## config.mk

```make
export PLATFORM = sky130hd
export DESIGN_NAME = core_biu_arbiter
export DESIGN_NICKNAME = d
export VERILOG_FILES = /design/src/rtl/core_biu_arbiter_pkg.sv /design/src/rtl/core_biu_rr_arb2.sv /design/src/rtl/core_biu_arbiter.sv
export SDC_FILE = /design/constraint.sdc
export NUM_CORES = 1
export LEC_CHECK = 0
export ABC_AREA = 1
export BUFFER_PORTS_ARGS = -buffer_cell sky130_fd_sc_hd__buf_2
export CAP_MARGIN = 30
export CORE_MARGIN = 2
export CORE_UTILIZATION = 30
export CTS_CLUSTER_SIZE = 16
export DETAILED_ROUTE_END_ITERATION = 8
export PLACE_DENSITY_LB_ADDON = 0.3
export SYNTH_ARGS = -nofsm -noshare
export SYNTH_HDL_FRONTEND = slang
export SYNTH_SLANG_ARGS = --single-unit
```

## constraint.sdc

```tcl
create_clock -name clk -period 2.3 [get_ports clk]
set_clock_uncertainty 0.1 [all_clocks]
set_input_delay 0.46 -clock clk [delete_from_list [all_inputs] [get_ports clk]]
set_output_delay 0.46 -clock clk [all_outputs]
set_load 0.02 [all_outputs]
```

## src/rtl/core_biu_arbiter_pkg.sv

```systemverilog
// Shared definitions for the core bus interface unit (BIU) arbiter.
//   - Core-level widths used as defaults for the BIU address/data widths.
//   - FSM state encodings BIU_IDLE / BIU_REQ / BIU_RSP (2 bits).
//   - Owner encoding: BIU_OWN_IFU = 0, BIU_OWN_LSU = 1. The owner value also
//     serves as the grant index into the two-bit request/grant vectors.
package core_biu_arbiter_pkg;

    localparam int CORE_PC_WIDTH = 32;
    localparam int CORE_XLEN     = 32;

    localparam logic [1:0] BIU_IDLE = 2'd0;
    localparam logic [1:0] BIU_REQ  = 2'd1;
    localparam logic [1:0] BIU_RSP  = 2'd2;

    localparam logic BIU_OWN_IFU = 1'b0;
    localparam logic BIU_OWN_LSU = 1'b1;

endpackage

```

## src/rtl/core_biu_rr_arb2.sv

```systemverilog
// Combinational two-way round-robin arbiter.
// Ports:
//   req[1:0]    in   request vector, bit 0 = IFU, bit 1 = LSU
//   last_grant  in   owner encoding of the most recent grant
//   gnt[1:0]    out  one-hot grant (all zero when nothing is requested)
// When both requesters are pending, the one that did not win last time is
// granted. A lone requester is always granted.
module core_biu_rr_arb2
    import core_biu_arbiter_pkg::*;
(
    input  logic [1:0] req,
    input  logic       last_grant,
    output logic [1:0] gnt
);

    always_comb begin
        if (req == 2'b11) begin
            gnt = (last_grant == BIU_OWN_IFU) ? 2'b10 : 2'b01;
        end else begin
            gnt = req;
        end
    end

endmodule

```

## src/rtl/core_biu_arbiter.sv

```systemverilog
// Shares one memory bus port between the instruction-fetch unit (IFU) and the
// load/store unit (LSU). One transaction is in flight at a time; all channels
// use valid/ready handshakes.
// Ports:
//   clk, rst                   clock, asynchronous active-high reset
//   ifu_req_*                  IFU fetch request (valid/ready/addr)
//   ifu_rsp_*                  IFU response (valid/ready/data/err)
//   ifu_flush                  pipeline flush; makes an in-flight fetch stale
//   lsu_req_*                  LSU request (valid/ready/addr/wen/wdata/wstrb)
//   lsu_rsp_*                  LSU response (valid/ready/data/err)
//   mem_req_*                  shared memory request channel
//   mem_rsp_*                  shared memory response channel
//   busy                       high whenever the FSM is not idle
// Flow: IDLE accepts one request -> REQ presents it to memory -> RSP routes
// the memory response to its owner, or silently consumes it if a flush made
// the fetch stale.
module core_biu_arbiter
    import core_biu_arbiter_pkg::*;
#(
    parameter int AW = CORE_PC_WIDTH,
    parameter int DW = CORE_XLEN
) (
    input  logic            clk,
    input  logic            rst,

    input  logic            ifu_req_valid,
    output logic            ifu_req_ready,
    input  logic [AW-1:0]   ifu_req_addr,
    output logic            ifu_rsp_valid,
    input  logic            ifu_rsp_ready,
    output logic [DW-1:0]   ifu_rsp_data,
    output logic            ifu_rsp_err,
    input  logic            ifu_flush,

    input  logic            lsu_req_valid,
    output logic            lsu_req_ready,
    input  logic [AW-1:0]   lsu_req_addr,
    input  logic            lsu_req_wen,
    input  logic [DW-1:0]   lsu_req_wdata,
    input  logic [DW/8-1:0] lsu_req_wstrb,
    output logic            lsu_rsp_valid,
    input  logic            lsu_rsp_ready,
    output logic [DW-1:0]   lsu_rsp_data,
    output logic            lsu_rsp_err,

    output logic            mem_req_valid,
    input  logic            mem_req_ready,
    output logic [AW-1:0]   mem_req_addr,
    output logic            mem_req_wen,
    output logic [DW-1:0]   mem_req_wdata,
    output logic [DW/8-1:0] mem_req_wstrb,
    input  logic            mem_rsp_valid,
    output logic            mem_rsp_ready,
    input  logic [DW-1:0]   mem_rsp_data,
    input  logic            mem_rsp_err,

    output logic            busy
);

    logic [1:0]      state_q, state_d;
    logic            owner_q, owner_d;
    logic            last_grant_q, last_grant_d;
    logic            discard_q, discard_d;
    logic [AW-1:0]   addr_q, addr_d;
    logic            wen_q, wen_d;
    logic [DW-1:0]   wdata_q, wdata_d;
    logic [DW/8-1:0] wstrb_q, wstrb_d;

    logic [1:0] arb_req;
    logic [1:0] arb_gnt;
    logic       rsp_fire;

    // A fetch is not eligible while a flush is being signalled.
    assign arb_req = {lsu_req_valid, ifu_req_valid & ~ifu_flush};

    core_biu_rr_arb2 u_rr_arb2 (
        .req        (arb_req),
        .last_grant (last_grant_q),
        .gnt        (arb_gnt)
    );

    // Response payload goes straight through; only the valids are steered.
    assign ifu_rsp_data = mem_rsp_data;
    assign ifu_rsp_err  = mem_rsp_err;
    assign lsu_rsp_data = mem_rsp_data;
    assign lsu_rsp_err  = mem_rsp_err;

    assign mem_req_addr  = addr_q;
    assign mem_req_wen   = wen_q;
    assign mem_req_wdata = wdata_q;
    assign mem_req_wstrb = wstrb_q;

    assign busy     = (state_q != BIU_IDLE);
    assign rsp_fire = mem_rsp_valid & mem_rsp_ready;

    always_comb begin
        // NOTE: every signal assigned below gets a default first so no path
        // leaves it unassigned; a missing default would infer a latch.
        state_d       = state_q;
        owner_d       = owner_q;
        last_grant_d  = last_grant_q;
        discard_d     = discard_q;
        addr_d        = addr_q;
        wen_d         = wen_q;
        wdata_d       = wdata_q;
        wstrb_d       = wstrb_q;
        ifu_req_ready = 1'b0;
        lsu_req_ready = 1'b0;
        mem_req_valid = 1'b0;
        mem_rsp_ready = 1'b0;
        ifu_rsp_valid = 1'b0;
        lsu_rsp_valid = 1'b0;

        case (state_q)
            BIU_IDLE: begin
                ifu_req_ready = arb_gnt[BIU_OWN_IFU];
                lsu_req_ready = arb_gnt[BIU_OWN_LSU];
                if (ifu_req_valid && ifu_req_ready) begin
                    addr_d       = ifu_req_addr;
                    wen_d        = 1'b0;
                    wdata_d      = '0;
                    wstrb_d      = '1;
                    owner_d      = BIU_OWN_IFU;
                    last_grant_d = BIU_OWN_IFU;
                    state_d      = BIU_REQ;
                end else if (lsu_req_valid && lsu_req_ready) begin
                    addr_d       = lsu_req_addr;
                    wen_d        = lsu_req_wen;
                    wdata_d      = lsu_req_wdata;
                    wstrb_d      = lsu_req_wstrb;
                    owner_d      = BIU_OWN_LSU;
                    last_grant_d = BIU_OWN_LSU;
                    state_d      = BIU_REQ;
                end
            end

            BIU_REQ: begin
                mem_req_valid = 1'b1;
                if (mem_req_ready) begin
                    state_d = BIU_RSP;
                end
            end

            BIU_RSP: begin
                if (owner_q == BIU_OWN_LSU) begin
                    lsu_rsp_valid = mem_rsp_valid;
                    mem_rsp_ready = lsu_rsp_ready;
                end else begin
                    // A stale fetch is drained without involving the IFU.
                    ifu_rsp_valid = mem_rsp_valid & ~discard_q;
                    mem_rsp_ready = discard_q | ifu_rsp_ready;
                end
                if (rsp_fire) begin
                    state_d = BIU_IDLE;
                end
            end

            default: begin
                state_d = BIU_IDLE;
            end
        endcase

        // Flush marks an in-flight fetch stale; completing the response clears
        // the mark and takes priority over a flush in that same cycle.
        if (state_q != BIU_IDLE && owner_q == BIU_OWN_IFU && ifu_flush) begin
            discard_d = 1'b1;
        end
        if (state_q == BIU_RSP && rsp_fire) begin
            discard_d = 1'b0;
        end
    end

    always_ff @(posedge clk or posedge rst) begin
        if (rst) begin
            state_q      <= BIU_IDLE;
            owner_q      <= BIU_OWN_IFU;
            last_grant_q <= BIU_OWN_IFU;
            discard_q    <= 1'b0;
            addr_q       <= '0;
            wen_q        <= 1'b0;
            wdata_q      <= '0;
            wstrb_q      <= '0;
        end else begin
            // NOTE: non-blocking assignments so every flop samples the values
            // from before this edge, independent of statement order.
            state_q      <= state_d;
            owner_q      <= owner_d;
            last_grant_q <= last_grant_d;
            discard_q    <= discard_d;
            addr_q       <= addr_d;
            wen_q        <= wen_d;
            wdata_q      <= wdata_d;
            wstrb_q      <= wstrb_d;
        end
    end

endmodule
```

Word level (Yosys, flattened, before mapping)
Cells that the tools add are included.
{"block": "op_classes", "n_reduce_logical": 11, "n_mux": 28, "eq_ne": 6, "n_bitwise": 7}
{"cell": "two-way mux 32 bit", "n": 4}
{"cell": "two-way mux 1 bit", "n": 15}
{"cell": "two-way mux 2 bit", "n": 6}
{"cell": "two-way mux 4 bit", "n": 2}
{"cell": "case mux 2 bit (3 select lines)", "n": 1}
{"cell": "nonzero test 2 bit", "n": 3}
{"cell": "logical AND 1 bit", "n": 5}
{"cell": "equality test 2 bit (second input constant)", "n": 2}
{"cell": "!= test 2 bit (second input constant)", "n": 2}
{"cell": "AND 1 bit", "n": 3}
{"cell": "!= test 3 bit (second input constant)", "n": 1}
{"cell": "NOT 1 bit", "n": 3}
{"cell": "AND reduction 3 bit", "n": 1}
{"cell": "equality test 2 x 1 -> 1 bit (second input constant)", "n": 1}
{"cell": "logical NOT 2 bit", "n": 1}
{"cell": "AND reduction 2 bit", "n": 1}
{"cell": "OR 1 bit", "n": 1}
{"block": "totals", "reg_bits": 73}

Depth between registers and ports, before layout
{"block": "logic_depth", "ltp_word": 8, "ltp_mapped": 7}

By module
From an unflattened synthesis, not the netlist that was laid out.
{"block": "hier_totals", "hier_cells": 477, "area_unflattened_um2": 3893.7}
{"module": "core_biu_arbiter", "cells_each": 472, "n_inst": 1, "area_each_um2": 3872.5}
{"module": "core_biu_rr_arb2", "cells_each": 5, "n_inst": 1, "area_each_um2": 21.3}

Worst setup path before layout
OpenSTA, ideal clock, no wires.
{"block": "synth_path", "path_kind": "reg-to-output", "from": "register state_q[1]", "to": "output port ifu_rsp_valid", "arrival_time_ns": 1.213, "n_path_buf": 0, "path_slack_ns": 0.527, "path_stages_with_launch": 5, "t_required_ns": 1.740, "cell_sequence": "dfrtp_1 -> inv_1 -> nor2_1 -> inv_1 -> nor4_1"}
{"block": "synth_via", "elab_chain_cells": 2}
{"item": "start: declaration", "line": "core_biu_arbiter.sv:60", "source": "logic [1:0] state_q, state_d;"}
{"item": "start signal: assignment", "line": "core_biu_arbiter.sv:186", "source": "state_q <= state_d;"}
{"item": "equality test 2 bit", "line": "core_biu_arbiter.sv:114", "source": "case (state_q)"}
{"item": "two-way mux 1 bit", "line": "core_biu_arbiter.sv:114"}
{"item": "end: declaration", "line": "core_biu_arbiter.sv:29", "source": "output logic ifu_rsp_valid,"}
Every way passes these cells.

Final worst setup path
{"block": "layout_path", "from": "register state_q[0]", "to": "output port lsu_req_ready"}
{"block": "layout_via", "elab_chain_cells": 2}
{"item": "logical NOT 2 bit", "line": "core_biu_arbiter.sv:114"}
{"item": "two-way mux 1 bit", "line": "core_biu_arbiter.sv:114"}
{"item": "end: declaration", "line": "core_biu_arbiter.sv:36", "source": "output logic lsu_req_ready,"}
Every way passes these cells.

==> run summary <==
Drt pass-1 iters - 4
DR DRC count - 0
Worst r2r src - last_grant_q$_DFFE_PP0P_
Die area - 14700 um2
Root Buffer Master - clkbuf_16
Vias in the first global route - 3628
CTS tree - done
Clock sink count - 73
Seq cells post-synth - 73
Fillers - 1415
Worst-Margin Slew - 0.404 ns
Outcome - complete, no violations
CP max stage delay - 0.37 ns
Synth-to-Final Area Change - 21.7%
Max Freq - 0.504 GHz
Nets - 770
Synth Warn # - 0
# IOs - 285
Vias - 3571
GRT Total Usage - 15.4%
Syn nets - 659
Syn avg cell area - 7.98 um2
Rows - 42
RePlAce Congestion - 0.747
1st-iter DRT viols - 85
Startpoint Class - flip-flop
Clock transition at path regs - 0.06 ns
Final period util - 86.3%
Synthesized area - 4120 um2
Setup crit end kind - output port
Skew-Pair Late Insertion Delay - 0.34 ns
Endpoints failing hold - 0
ANT cells - 0
Detailed Route WL - 10900 um
Most used cell, CP - inv_1
Post-placement cell count - 792
Worst setup path start - state_q[0]$_DFFE_PP0P_
Largest net degree at the start of global routing - 74
VDD IR max - 0.000553 V
Min Tclk post-route - 1.98 ns
CP max stage cell - dfrtp_1
Setup CP Type - reg2out
RSZ-0062 raised after global routing - false
Port bufs - 185
First-pass GRT wire length - 17500 um
Slew Limit Fails - 0
Global route overflow - 0
Vias per Instance - 4.42
Crit path arrival time - 1.42 ns
Reg2reg path depth - 7
Worst rel slew slack - 73.1%
Register area share after synthesis - 44.4%
H-tree depth - 3
Crit-path cells - inv_1, nand2_2, a21oi_4, nand2_1, inv_1, buf_2
Deepest clock path buffer count - 2
Fin cells - 808
Post-cts sizing count - 0
Syn Inst Count - 516
Yosys cell types - 22
Post-CTS Hold Buffers - 0
Routed wire per std cell - 13.5 um
Multi-input gate area - 1450 um2
Setup Fix Bufs, Post-CTS - 0
Max-capacitance violation count - 0
Static Leak - 2.95 nW
Register area - 1830 um2
Num CTS Buffers - 9
Critical Path RT - 1.74 ns
HPWL Detailed - 7730 um
Setup TNS - 0 ns
Worst hold path class - in2async
CORE AREA - 13300 um2
CP Max Fanout - 5
Starting Density - 31.0%
Worst hold slack - 0.125 ns
Die width - 121 um
ANT nets after route - 0
Antenna violations before repair - 0
Pwr/cell area - 1360 nW/um2
Final setup vio count - 0
Chip height - 121 um
Ratio of cells with drive above 1 in the final layout - 35.8%
state kept, by name, summed over array words and instances, names as in the netlist:
name and cells:
discard_q 1, last_grant_q 1, mem_req_addr 32, mem_req_wdata 32, mem_req_wen 1, mem_req_wstrb 4, state_q 2
layer usage:
metal	wire length (um)	GRT usage (%)	part of all wire [%]
met4	313	7.27	2.9
met5	0	0	0
met2	4810	23.3	44
met3	1040	6.25	9.5
met1	4740	19.1	43
critical path, delay by kind of cell (launching register included):
kind | cells | cell delay, ns
AO/OA/AOI/OAI | 1 | 0.18
AND/OR/NAND/NOR | 2 | 0.22
buffers and inverters | 3 | 0.31
flip-flops | 1 | 0.37
worst paths after layout:
check | end | slack [ns]
worst max-delay path | lsu_req_ready | 0.32
worst min-delay path | mem_req_wdata[16]$_DFFE_PP0P_ | 0.13
worst max register to register | mem_req_addr[25]$_DFFE_PP0P_ | 0.69
worst min register to register | mem_req_wstrb[3]$_DFFE_PP0P_ | 0.36
max in group asynchronous | mem_req_wdata[30]$_DFFE_PP0P_ | 1.65
min in group clk | state_q[0]$_DFFE_PP0P_ | 0.22
layout by cell type, fill, tap and decap left out, types with 2 or more instances in the layout:
cell type	count
dfrtp_1	73
buf_12	3
nand3b_1	32
nor2_1	5
inv_2	2
nand3_2	10
nand3_1	55
buf_2	185
inv_1	45
o21bai_1	2
clkbuf_8	3
nand2_1	187
nand2_2	3
clkbuf_1	2
clkbuf_16	9
buf_4	5
kinds of logic (layout without fill, tap and decap cells):
logic type | after synthesis | after routing | synth area share, %
compound gates | 6 | 6 | 1.34
buf+inv | 141 | 257 | 20.6
simple gates | 296 | 296 | 33.6
flops | 73 | 73 | 44.4
stage by stage:
stage	worst slack [ns]	area, um2	total power, W	util (%)
CTS	0.271	5010	0.00689	37.7
detailed placement	0.468	4700	0.00540	35.4
finish	0.315	5010	0.00679	37.7
floorplan	0.527	4120	0.00448	-
global placement	0.487	4700	0.00531	35.4
global route	0.164	5010	0.00734	37.7
cell usage after synthesis:
master / number / share of area [%]
inv_2: 2 / 0.18
nand3_2: 10 / 2.4
nand3_1: 55 / 6.7
dfrtp_1: 73 / 44
o21ai_0: 1 / 0.12
nand2_2: 3 / 0.46
clkbuf_1: 4 / 0.36
o21bai_2: 1 / 0.27
nand2_1: 187 / 17
buf_6: 7 / 1.9
nor3_1: 1 / 0.12
nand4_1: 1 / 0.15
buf_4: 66 / 12
nor2_4: 1 / 0.27
a21oi_4: 1 / 0.40
o31ai_1: 1 / 0.18
o21bai_1: 2 / 0.36
nand3b_1: 32 / 5.8
nor4_1: 1 / 0.15
buf_2: 16 / 1.9
inv_1: 46 / 4.2
nor2_1: 5 / 0.46
where the power goes:
| part | switching [W] | total, W | leakage, nW | internal [W] |
|---|---|---|---|---|
| sequential | 0.000329 | 0.00223 | 0.902 | 0.00190 |
| clock | 0.000531 | 0.00146 | 0.153 | 0.000928 |
| combinational | 0.00208 | 0.00310 | 1.89 | 0.00101 |
layout make-up:
type                    count  share of cell area (%)
inverters                  48                    3.67
multi-input cells         302                    28.9
clock buffers              14                    5.47
clock inverters             2                   0.699
flip-flops and latches     73                    36.5
well taps                 176                    4.40
repair buffers            193                    20.4
Note: power is estimated with default switching activity, not from simulation.
